==> src/rtl/latrnq_array_wrctl.sv <==
// Write controller for a bank of latrnq latch words: sequences D setup, a one-hot E
// pulse and D hold per write, and drives bulk clears through the shared RN line.
module latrnq_array_wrctl #(
  parameter int WORDS     = 8,
  parameter int WIDTH     = 8,
  parameter int SETUP_CYC = 1,
  parameter int PULSE_CYC = 2,
  parameter int HOLD_CYC  = 1,
  parameter int CLR_CYC   = 2,
  localparam int AW       = $clog2(WORDS)
) (
  input  logic             CLK,
  input  logic             RST,
  input  logic             WR_VALID,
  output logic             WR_READY,
  input  logic [AW-1:0]    WR_ADDR,
  input  logic [WIDTH-1:0] WR_DATA,
  input  logic             CLR_REQ,
  output logic [WIDTH-1:0] LAT_D,
  output logic [WORDS-1:0] LAT_E,
  output logic             LAT_RN,
  output logic             BUSY,
  output logic             ERR_OOR
);

  localparam int MAX_AB = (SETUP_CYC > PULSE_CYC) ? SETUP_CYC : PULSE_CYC;
  localparam int MAX_CD = (HOLD_CYC > CLR_CYC) ? HOLD_CYC : CLR_CYC;
  localparam int MAXC   = (MAX_AB > MAX_CD) ? MAX_AB : MAX_CD;
  localparam int CW     = $clog2(MAXC + 1);

  localparam logic [2:0] S_RSTW  = 3'd0;
  localparam logic [2:0] S_REC   = 3'd1;
  localparam logic [2:0] S_IDLE  = 3'd2;
  localparam logic [2:0] S_SETUP = 3'd3;
  localparam logic [2:0] S_PULSE = 3'd4;
  localparam logic [2:0] S_HOLD  = 3'd5;
  localparam logic [2:0] S_CLEAR = 3'd6;

  logic [2:0]       state;
  logic [CW-1:0]    cnt;
  logic [WORDS-1:0] sel;
  logic [WORDS-1:0] sel_next;

  // Decoded enable for the requested word; an out-of-range address decodes to all zeros.
  always_comb begin
    sel_next = '0;
    for (int i = 0; i < WORDS; i++) begin
      sel_next[i] = (WR_ADDR == AW'(i));
    end
  end

  always_ff @(posedge CLK or posedge RST) begin
    if (RST) begin
      state    <= S_RSTW;
      cnt      <= '0;
      sel      <= '0;
      LAT_D    <= '0;
      LAT_E    <= '0;
      LAT_RN   <= 1'b0;
      WR_READY <= 1'b0;
      BUSY     <= 1'b1;
      ERR_OOR  <= 1'b0;
    end else begin
      ERR_OOR <= 1'b0;
      case (state)
        S_RSTW: begin
          LAT_RN <= 1'b1;
          state  <= S_REC;
        end
        // One cycle with RN high and E low before any enable may rise.
        S_REC: begin
          state    <= S_IDLE;
          WR_READY <= 1'b1;
          BUSY     <= 1'b0;
        end
        S_IDLE: begin
          if (CLR_REQ) begin
            LAT_RN   <= 1'b0;
            cnt      <= CW'(CLR_CYC - 1);
            state    <= S_CLEAR;
            WR_READY <= 1'b0;
            BUSY     <= 1'b1;
          end else if (WR_VALID) begin
            LAT_D    <= WR_DATA;
            sel      <= sel_next;
            ERR_OOR  <= ~|sel_next;
            cnt      <= CW'(SETUP_CYC - 1);
            state    <= S_SETUP;
            WR_READY <= 1'b0;
            BUSY     <= 1'b1;
          end
        end
        S_SETUP: begin
          if (cnt == '0) begin
            LAT_E <= sel;
            cnt   <= CW'(PULSE_CYC - 1);
            state <= S_PULSE;
          end else begin
            cnt <= cnt - CW'(1);
          end
        end
        S_PULSE: begin
          if (cnt == '0) begin
            LAT_E <= '0;
            cnt   <= CW'(HOLD_CYC - 1);
            state <= S_HOLD;
          end else begin
            cnt <= cnt - CW'(1);
          end
        end
        S_HOLD: begin
          if (cnt == '0) begin
            state    <= S_IDLE;
            WR_READY <= 1'b1;
            BUSY     <= 1'b0;
          end else begin
            cnt <= cnt - CW'(1);
          end
        end
        S_CLEAR: begin
          if (cnt == '0) begin
            LAT_RN <= 1'b1;
            state  <= S_REC;
          end else begin
            cnt <= cnt - CW'(1);
          end
        end
        default: begin
          state    <= S_RSTW;
          LAT_E    <= '0;
          LAT_RN   <= 1'b0;
          WR_READY <= 1'b0;
          BUSY     <= 1'b1;
        end
      endcase
    end
  end

endmodule

==> config.mk <==
export PLATFORM = sky130hd
export DESIGN_NAME = latrnq_array_wrctl
export DESIGN_NICKNAME = d
export VERILOG_FILES = /design/src/rtl/latrnq_array_wrctl.sv
export SDC_FILE = /design/constraint.sdc
export NUM_CORES = 1
export LEC_CHECK = 0
export BUFFER_PORTS_ARGS = -buffer_cell sky130_fd_sc_hd__buf_2
export CORE_MARGIN = 2
export CORE_UTILIZATION = 35
export DETAILED_ROUTE_END_ITERATION = 16
export PLACE_DENSITY_LB_ADDON = 0.25
export SYNTH_ARGS = -nofsm -noshare
export SYNTH_HDL_FRONTEND = slang
export SYNTH_SLANG_ARGS = --single-unit
==> constraint.sdc <==
create_clock -name CLK -period 2.8 [get_ports CLK]
set_input_delay 0.28 -clock CLK [delete_from_list [all_inputs] [get_ports CLK]]
set_output_delay 0.28 -clock CLK [all_outputs]
set_load 0.05 [all_outputs]
; ---- Word-level counts from Yosys, hierarchy flattened
; Cells that the tools add are included.
[word_totals]
inputBits = 15
out_inout_bits = 20
register_bits = 33
wordCells = 79
[classes]
n_reduce_logical = 16
addsub = 1
muxes = 29
bitwise = 4
eq_ne = 20
[ops]
columns = operator, count
row1 = $pmux 8 s3, 1
row2 = $eq 3x3->1 const B, 7
row3 = $pmux 3 s7, 1
row4 = $mux 3, 6
row5 = $mux 8, 2
row6 = $reduce_and 3->1, 5
row7 = $eq 3x2->1 const B, 4
row8 = $ne 2x2->1 const B, 6
row9 = $pmux 1 s4, 3
row10 = $mux 1, 10
row11 = $mux 2, 5
row12 = $pmux 2 s4, 1
row13 = $reduce_or 4->1, 2
row14 = $reduce_or 8->1, 1
row15 = $eq 3x1->1 const B, 2
row16 = $logic_not 3->1, 2
row17 = $reduce_and 5->1, 1
row18 = $reduce_or 5->1, 1
row19 = $not 1->1, 4
row20 = $reduce_bool 4->1, 1
row21 = $ne 3x3->1 const B, 1
row22 = $logic_not 2->1, 1
row23 = $reduce_or 2->1, 1
row24 = $sub 2x1->2 const B, 1
row25 = $logic_not 1->1, 1

; ---- Logic depth before layout (Yosys ltp)
; Gate-level depths: netlist of the first run.
[logic_depth]
word_depth = 6
mapped_depth = 7
depth_no_buf = 6

; ---- Least setup slack after synthesis of the first run
; No wires, ideal clock.
[synth_path]
kind = register -> register
start = reg cnt[0]
end = reg cnt[0]
setup_ns = 0.125
arrival_time_ns = 1.510
path_slack_ns = 1.165
path_stages_with_launch = 7
synth_period_minus_slack_ns = 1.635
required_time_ns = 2.675
n_path_buf = 0
cell_sequence = dfrtp_1 inv_1 ha_1 or3b_1 a31oi_1 a221oi_1 mux2_4
[synth_between]
elab_chain_cells = 3
word_cells_on_any_way = 8
cone_classes = add/sub (1) / eq/ne (1) / mux (4) / reduce/logical (2)
[synth_lines]
columns = item, line_no
row1 = "start, declared", 40  ; logic [CW-1:0] cnt;
row2 = "start signal, assigned", 79  ; cnt <= CW'(CLR_CYC - 1);
row3 = "start signal, assigned", 87  ; cnt <= CW'(SETUP_CYC - 1);
row4 = "start signal, assigned", 96  ; cnt <= CW'(PULSE_CYC - 1);
row5 = $sub 2x1->2 / $logic_not 2->1 (equally long branches), n/a
row6 = $mux 2 (tied with other cells), "112, 121"
row7 = $pmux 2 s4 / $reduce_and 3->1 (equally long branches), n/a
; Several ways; a longest one is shown, not always the timed one. The select of a mux whose other input is x is not followed.
; A chain may end at the register's enable or synchronous reset.

; ---- Worst setup path in the final report of the first run
; Same ends and word-level chain as after synthesis.

==> results of run 1 <==
-- sequential cells by signal, summed over array words and instances (netlist names) --
signal    count
cnt           2
LAT_E         8
ERR_OOR       1
state         3
sel           8
WR_READY      1
LAT_RN        1
BUSY          1
LAT_D         8
-- Yosys cell counts (3+ instances only) --
cell and number:
o21ai_1 6, ha_1 3, nand2_1 18, buf_2 5, clkbuf_1 4, dfrtp_1 32, inv_1 15, mux2_4 6
mux2_1 4, o22ai_1 10, nor2b_1 3, a21oi_1 21, nor2_1 13, o31ai_1 4
-- through the flow --
step	area, µm²	utilization (%)	setup WS, ns	hold slack, ns	total power (W)
2_1_floorplan	1730	-	1.165	0.3748	0.002172
4_1_cts	2053	43.18	0.8393	0.08087	0.002942
3_5_place_dp	1933	40.66	0.8459	0.3954	0.002467
6_report	2053	43.18	0.8499	0.06630	0.002912
3_3_place_gp	1933	40.66	0.9361	0.3958	0.002447
5_1_grt	2053	43.18	0.7566	0.1082	0.003130
-- logic make-up after synthesis --
family	synth area share (%)
DFF	47.80
xor gates and xnor gates	0.5062
and+or+nand+nor	14.10
adders and majority gates	2.169
muxes	8.966
buffers and inverters	7.085
AOI/OAI and AO/OA	19.16
other	0.2167
-- power groups by stage --
stage	Combinational, W	Clock (W)	Sequential, W
2_1_floorplan	0.000890	0	0.00128
3_3_place_gp	0.00151	0	0.000937
3_5_place_dp	0.00153	0	0.000940
4_1_cts	0.00153	0.000480	0.000936
5_1_grt	0.00165	0.000508	0.000973
6_report	0.00151	0.000467	0.000935
-- critical path, cell delays in order (launching register included) --
cell and delay, ns:
dfrtp_1 0.40, inv_1 0.08, ha_1 0.38, or3b_1 0.41
a31oi_1 0.20, a221oi_1 0.10, mux2_4 0.28
-- how the worst max path moves through the flow --
stage,depth (start not counted),start,slack [ns],to
6_report,6,cnt[0],0.85,cnt[0]
5_1_grt,6,cnt[0],0.76,cnt[0]
4_1_cts,6,cnt[0],0.84,cnt[0]
3_5_place_dp,6,cnt[0],0.85,cnt[0]
3_3_place_gp,6,cnt[0],0.94,cnt[0]
2_1_floorplan,6,cnt[0],1.16,cnt[0]
-- cell type report --
type / instances / area, µm² / area share (%)
clock inverters: 2 / 37.54 / 1.828
inverters: 15 / 56.30 / 2.742
multi-input cells: 118 / 780.7 / 38.03
clock buffers: 6 / 82.58 / 4.022
well taps: 67 / 83.83 / 4.083
repair buffers: 36 / 185.2 / 9.019
flip-flops and latches: 33 / 827.0 / 40.28
-- routing by layer --
layer / GRT usage [%] / part of all wire, % / vias up / routed length, µm
li1: - / - / 677 / -
met1: 19.09 / 49 / 628 / 1706
met2: 21.53 / 46 / 25 / 1606
met3: 4.065 / 3.5 / 7 / 122
met4: 5.952 / 1.8 / 0 / 63
met5: 0 / 0 / - / 0
==> metrics.md, run 1 <==
| Metric | Value |
|---|---|
| First-pass GRT wire length | 5844 µm |
| Static leakage | 0.9882 nW |
| Commonest non-fill, non-tap cell in the layout | buf_2 |
| Antenna violations before repair | 0 |
| Cells after synthesis | 178 |
| Max VDD drop | 704.0 µV |
| Top_reg_cell synth | dfrtp_1 |
| Final setup viols | 0 |
| Total of fill cells in the finished design | 508 |
| Most frequent cells in the layout | buf_2, dfrtp_1, a21oi_1 |
| WL/cell | 12.63 µm |
| Clk root buf | clkbuf_8 |
| CP Data Required Time | 2.97 ns |
| Placer congestion estimate | 0.7279 |
| Seq cells post-synth | 33 |
| Die height | 74.32 µm |
| MaxCap Viol Count | 0 |
| Layout cells sized above 1 | 27.14% |
| Worst reg2reg startpoint | cnt[0] |
| IO Count | 35 |
| Clock Tree Buf Depth | 2 |
| DR vias/cell | 4.827 |
| Area share of the largest cell type after synthesis | 46.28% |
| Antenna-violating nets left | 0 |
| Post_cts resized | 0 |
| Vias in the first global route | 1276 |
| Final HPWL DP | 2478 µm |
| Cells after DPL | 269 |
| Syn_nets | 196 |
| Post-route DRC | 0 |
| Slew headroom | 52.42% |
| Largest net degree at the start of global routing | 34 |
| Seq pwr share | 32.1% |
| TNS Setup | 0 ns |
| Iter 0 DRT Violations | 48 |
| Sw power | 0.001375 W |
| Warnings from Yosys | 0 |
| Rows | 25 |
| Mapped cell area | 1730 µm² |
| Final hold vios | 0 |
| Final Cycle Share | 69.65% |
| Setup bufs post-CTS | 0 |
| Die W | 74.32 µm |
| Clk_skew | 0.005789 ns |
| CTS H-tree depth | 2 |
| Cell Count, Final, Fillers Out | 277 |
| CTS buffer count | 5 |
| Crit Path Class | register to register |
| Combinational Power Share | 51.9% |
| P&R area growth vs syn | 18.66% |
| Slew @ Worst Pin | 0.7138 ns |
| Syn avg cell area | 9.721 µm² |
| Clk_lat worst skew | 0.28 ns |
| Sinks on Clock Net | 33 |
| DIE AREA | 5523 µm² |
| Switching Share | 47.21% |
| Post-synthesis sequential area ratio | 47.79% |
| Status | finished, final reports clean |
| All-layer global routing usage | 14.18% |
| Worst path arrival time | 2.12 ns |
| 1st-pass router iterations | 4 |
| Final nets | 227 |
| Startpoint Class | register |
| PortBufs | 34 |
| Final wirelength | 3499 µm |
| Overflow after GRT | 0 |
| FMAX | 0.5128 GHz |
| Largest area contributor in the netlist | dfrtp_1 |
| Fin crit period | 1.950 ns |
| Largest cells by area after synthesis | dfrtp_1, a21oi_1, mux2_4 |
| Reg2reg setup slack | 0.85 ns |
| Worst r2r dst | cnt[0] |
| Vias | 1337 |
| Starting Density | 36.39% |
| Unique masters post-synth | 43 |
| Crit end category | register |
| R2R depth | 6 |
| N_diodes | 0 |
| Critical Path Fanout Max | 16 |
| Clock slew seen by the registers of the worst setup and hold paths | 0.07 ns |
| Power share of the clock group | 16.0% |
| Asr flop ratio synth | 100.0% |
| CTS Hold Buffers Added | 0 |
| Worst hold path class | input pin to asynchronous set/reset pin |
| EDFF count, synth | 0 |
| Fin. max-slew vios | 0 |
| Core area | 4755 µm² |
| Power Dens Cells | 1418 nW/µm² |
| TritonCTS clock tree | built |
| Internal power | 0.001537 W |
| RSZ-0062 raised after global routing | no |
(Power assumes the default switching activity.)
==> run 2: changes to the inputs <==
Clock period 2.8 ns to 1.8 ns, I/O delays scaled along.
==> run 2 against run 1 <==
  * First-iteration DRC count up 56%
  * Flip-flop and latch count unchanged
  * Register-to-register slack lost 0.72 ns
  * Die area stayed put
  * Sequential power up 45%
  * Count of clock-buffer cells in the layout fell by 1
  * Cell count rose by 3.6%
  * Critical path depth unchanged
==> metrics.md, run 2 (synthesized netlist as in run 1, its figures left out) <==
| Metric | Value |
|---|---|
| Status | finished, final reports clean |
| R2R depth | 6 |
| CP Data Required Time | 2.01 ns |
| Final setup viols | 0 |
| DR vias/cell | 4.725 |
| Power share of the clock group | 12.1% |
| Placer congestion estimate | 0.7203 |
| Antenna violations before repair | 0 |
| Crit Path Class | register to register |
| Worst path arrival time | 1.87 ns |
| Starting Density | 36.39% |
| Core area | 4755 µm² |
| Startpoint Class | register |
| Final wirelength | 3491 µm |
| Post-place setup slack | 0.07489 ns |
| RSZ-0062 raised after global routing | no |
| Internal power | 0.002321 W |
| Clk root buf | clkbuf_8 |
| 1st-pass router iterations | 4 |
| Seq pwr share | 30.4% |
| First-pass GRT wire length | 5796 µm |
| All-layer global routing usage | 13.87% |
| DIE AREA | 5523 µm² |
| Rows | 25 |
| Power Dens Cells | 2133 nW/µm² |
| Design area | 2101 µm² |
| Most frequent cells in the layout | buf_2, dfrtp_1, a21oi_1 |
| Worst r2r dst | LAT_RN |
| Hold Startpoint | WR_DATA[4] |
| WL/cell | 12.16 µm |
| Biggest regs | LAT_D (8), LAT_E (8), sel (8) |
| P&R area growth vs syn | 21.40% |
| Min-Delay Endpoint | LAT_D[4] |
| Sw power | 0.002159 W |
| Fin crit period | 1.666 ns |
| Worst hold path class | input pin to register |
| Area post-placement | 1986 µm² |
| Total of fill cells in the finished design | 480 |
| Slowest cell on the critical path | dfrtp_1 |
| Clock Tree Buf Depth | 2 |
| Cells after DPL | 276 |
| Critical Path Fanout Max | 11 |
| Hold Path Stages | 2 |
| CTS buffer count | 5 |
| Max VDD drop | 1215 µV |
| Overflow after GRT | 0 |
| Cell Count, Final, Fillers Out | 287 |
| Slowest stage delay, CP | 0.40 ns |
| Vias in the first global route | 1302 |
| Largest net degree at the start of global routing | 34 |
| Clock slew seen by the registers of the worst setup and hold paths | 0.07 ns |
| TritonCTS clock tree | built |
| Die W | 74.32 µm |
| Antenna-violating nets left | 0 |
| Worst setup margin | 0.1340 ns |
| Post-route DRC | 0 |
| Vias | 1356 |
| Switching Share | 48.19% |
| Commonest non-fill, non-tap cell in the layout | buf_2 |
| Die height | 74.32 µm |
| Static leakage | 1.020 nW |
| Crit end category | register |
| MaxCap Viol Count | 0 |
| Layout cells sized above 1 | 30.91% |
| Clk_lat worst skew | 0.28 ns |
| Clk_skew | 0.003366 ns |
| FMAX | 0.6003 GHz |
| Final hold vios | 0 |
| N_diodes | 0 |
| Combinational Power Share | 57.5% |
| Final nets | 237 |
| Critical-path cell list | inv_1 > ha_2 > buf_4 > and2_1 > o32ai_1 > o22ai_1 |
| Sinks on Clock Net | 33 |
| Final HPWL DP | 2526 µm |
| Final Cycle Share | 92.55% |
| Reg2reg setup slack | 0.13 ns |
| Multi-input combinational cell area | 783.3 µm² |
| IO Count | 35 |
| Iter 0 DRT Violations | 75 |
| TNS Setup | 0 ns |
| CTS H-tree depth | 2 |
| Worst reg2reg startpoint | cnt[1] |
| Reg area | 828.3 µm² |
| Fin. max-slew vios | 0 |
| PortBufs | 34 |
run 2: routing by layer:
| metal | routed length [µm] | up-vias | global-route usage [%] |
|---|---|---|---|
| met2 | 1610 | 21 | 21.43 |
| met4 | 47 | 0 | 5.357 |
| met5 | 0 | - | 0 |
| li1 | - | 696 | - |
| met1 | 1710 | 634 | 18.77 |
| met3 | 122 | 5 | 3.659 |
run 2: final cells by class:
class / count / area share [%]
Timing Repair Buffer: 46 / 12.51
Inverter: 15 / 2.680
Clock inverter: 3 / 0.8338
Sequential cell: 33 / 39.43
Tap cell: 67 / 3.990
Multi-Input combinational cell: 118 / 37.28
Clock buffer: 5 / 3.276
run 2: through the flow:
| stage | utilization, % | total power [W] | hold WS [ns] |
|---|---|---|---|
| 2_1_floorplan | - | 0.003379 | 0.2748 |
| 3_3_place_gp | 41.76 | 0.003913 | 0.2980 |
| 3_5_place_dp | 41.76 | 0.003933 | 0.2939 |
| 4_1_cts | 43.79 | 0.004492 | 0.09980 |
| 5_1_grt | 44.18 | 0.004810 | 0.1014 |
| 6_report | 44.18 | 0.004481 | 0.1072 |
run 2: power groups by stage:
stage | registers, W | clock network [W] | logic (W)
3_3_place_gp | 0.00138 | 0 | 0.00254
4_1_cts | 0.00137 | 0.000563 | 0.00256
2_1_floorplan | 0.00199 | 0 | 0.00139
6_report | 0.00136 | 0.000540 | 0.00258
5_1_grt | 0.00142 | 0.000593 | 0.00280
3_5_place_dp | 0.00138 | 0 | 0.00255
run 2: worst max path at each step:
stage / from / endpoint / slack, ns / cells after the start
final: cnt[1] / LAT_RN / 0.13 / 6
after CTS: state[1] / sel[1] / 0.05 / 4
after detailed placement: state[1] / sel[1] / 0.07 / 4
after global placement: cnt[0] / cnt[0] / 0.11 / 6
after global routing: state[2] / sel[1] / 0.01 / 3
after floorplan: cnt[0] / cnt[0] / 0.16 / 6
run 2: timing repair:
action | 4_1_cts | 5_1_grt
gates resized for setup | 0 | 2
endpoints found under the setup margin | 0 | 6
hold buffers | 1 | 0
setup buffers | 0 | 2
endpoints found under the hold margin | 32 | 0
run 2: worst max-delay path: cells and delay by family, from the launching register on:
kind,cells,cell delay (ns)
buffers and inverters,2,0.27
AO/OA/AOI/OAI,2,0.30
flip-flops,1,0.40
AND/OR/NAND/NOR,1,0.39
adder cells (fa/ha/maj),1,0.22
==> run 3: changes to the inputs <==
Settings changed: BUFFER_PORTS_ARGS -buffer_cell sky130_fd_sc_hd__buf_2 to -buffer_cell sky130_fd_sc_hd__buf_4.
==> run 3 against run 2 <==
  * Hold slack gained 0.0020 ns
  * Combinational power grew 2%
  * First-iteration DRC count fell by 31%
  * Cell count fell by 1.0%
  * Global-route usage decreased by 0.072 points
  * Clock power increased by 34%
  * Register-to-register slack is essentially flat
  * Critical path type unchanged
  * Largest cell class unchanged
==> metrics.md, run 3 (synthesized netlist as in run 1, its figures left out) <==
| Metric | Value |
|---|---|
| Status | finished, final reports clean |
| Hold Startpoint | WR_DATA[2] |
| Crit end category | register |
| Die W | 74.32 µm |
| DIE AREA | 5523 µm² |
| CP Data Required Time | 1.97 ns |
| Slowest stage delay, CP | 0.40 ns |
| Biggest regs | LAT_D (8), LAT_E (8), sel (8) |
| 1st-pass router iterations | 4 |
| Iter 0 DRT Violations | 52 |
| CP startpoint | cnt[0] |
| TritonCTS clock tree | built |
| Final wirelength | 3488 µm |
| Final hold vios | 0 |
| Worst hold path class | input pin to register |
| Largest net degree at the start of global routing | 23 |
| Final Cycle Share | 93.36% |
| Placer congestion estimate | 0.7469 |
| TNS Setup | 0 ns |
| Crit Path Class | register to register |
| Critical-path cell list | inv_1 > ha_2 > or3b_1 > a31oi_1 > a221oi_1 > mux2_4 |
| RSZ-0062 raised after global routing | no |
| Core area | 4755 µm² |
| IO Count | 35 |
| Slew headroom | 65.55% |
| Clk_lat worst skew | 0.28 ns |
| Antenna violations before repair | 0 |
| Worst Path Buf+Inv | 1 |
| Clk root buf | clkbuf_8 |
| P&R area growth vs syn | 27.62% |
| Power Dens Cells | 2149 nW/µm² |
| DR vias/cell | 4.785 |
| Fin. max-slew vios | 0 |
| PortBufs | 34 |
| First-pass GRT wire length | 5816 µm |
| Slew @ Worst Pin | 0.5162 ns |
| Worst reg2reg startpoint | cnt[0] |
| Max VDD drop | 973.2 µV |
| Finished Core Util | 46.45% |
| Critical Path Fanout Max | 6 |
| Vias in the first global route | 1297 |
| Clock Tree Buf Depth | 2 |
| N_diodes | 0 |
| Layout cells sized above 1 | 29.49% |
| Startpoint Class | register |
| Die height | 74.32 µm |
| Post-route DRC | 0 |
| Antenna-violating nets left | 0 |
| CTS buffer count | 5 |
| FMAX | 0.5951 GHz |
| Slowest cell on the critical path | dfrtp_1 |
| WL/cell | 12.28 µm |
| Final HPWL DP | 2540 µm |
| Overflow after GRT | 0 |
| Clk_skew | 0.005710 ns |
| Rows | 25 |
| CTS H-tree depth | 2 |
| Commonest non-fill, non-tap cell in the layout | buf_4 |
| Worst path top cell family by delay | flip-flops |
| Fin crit period | 1.680 ns |
| MaxCap Viol Count | 0 |
| Most frequent cells in the layout | buf_4, dfrtp_1, a21oi_1 |
| Clock slew seen by the registers of the worst setup and hold paths | 0.07 ns |
| Overall Power | 0.004747 W |
| Final setup viols | 0 |
| Vias | 1359 |
| Starting Density | 36.39% |
| Final nets | 234 |
| Worst path arrival time | 1.85 ns |
| All-layer global routing usage | 13.80% |
| Static leakage | 1.046 nW |
| Sinks on Clock Net | 33 |
run 3: changes by cell type in the layout (fill, tap and decap cells not counted), sizes merged:
cell | previous run | this run
clkinv | 2 | 0
bufinv | 0 | 1
clkbuf | 5 | 6
buf | 45 | 42
run 3: cell type report:
cell class / instances / area [µm²]
Multi-Input combinational cell: 118 / 783.3
Clock inverter: 2 / 37.54
Sequential cell: 33 / 827.0
Tap cell: 67 / 83.83
Clock buffer: 6 / 82.58
Inverter: 15 / 56.30
Timing Repair Buffer: 43 / 337.8
Fill cell: 484 / 2546
run 3: metrics by stage:
stage | setup WS, ns | hold WS (ns) | area, µm² | cells
finish | 0.1195 | 0.1092 | 2208 | 284
global route | 0.009656 | 0.09899 | 2208 | 284
CTS | 0.06351 | 0.1041 | 2206 | 284
detailed placement | 0.08559 | 0.2598 | 2076 | 275
global placement | 0.1058 | 0.2618 | 2076 | 275
floorplan | 0.1647 | 0.2748 | 1730 | 178
run 3: what timing repair did:
action                                 in CTS  in global routing
hold buffers                                1                  0
buffers inserted                            0                  0
resized for setup                           0                  1
setup endpoints to repair                   0                 10
endpoints found under the hold margin      10                  0
run 3: worst paths after layout:
| check | endpoint | slack [ns] | cells after the start |
|---|---|---|---|
| max | cnt[0] | 0.12 | 6 |
| min | LAT_D[2] | 0.11 | 2 |
| max reg2reg | cnt[0] | 0.12 | 6 |
| min reg2reg | BUSY | 0.46 | 2 |
| max in group asynchronous | LAT_E[4] | 0.82 | 4 |
| min in group asynchronous | ERR_OOR | 0.49 | 3 |
run 3: power breakdown:
part           leakage (nW)  internal, W  switching, W
Clock                0.0574     0.000450      0.000272
Sequential            0.421      0.00110      0.000293
Combinational         0.568      0.00105       0.00159
run 3: routing by layer:
layer  vias to the layer above  GRT usage (%)  wire length, µm
li1                        692              -                -
met1                       643          17.68             1672
met2                        21          22.72             1697
met5                         -              0                0
met3                         3          4.065              108
met4                         0          4.167                8
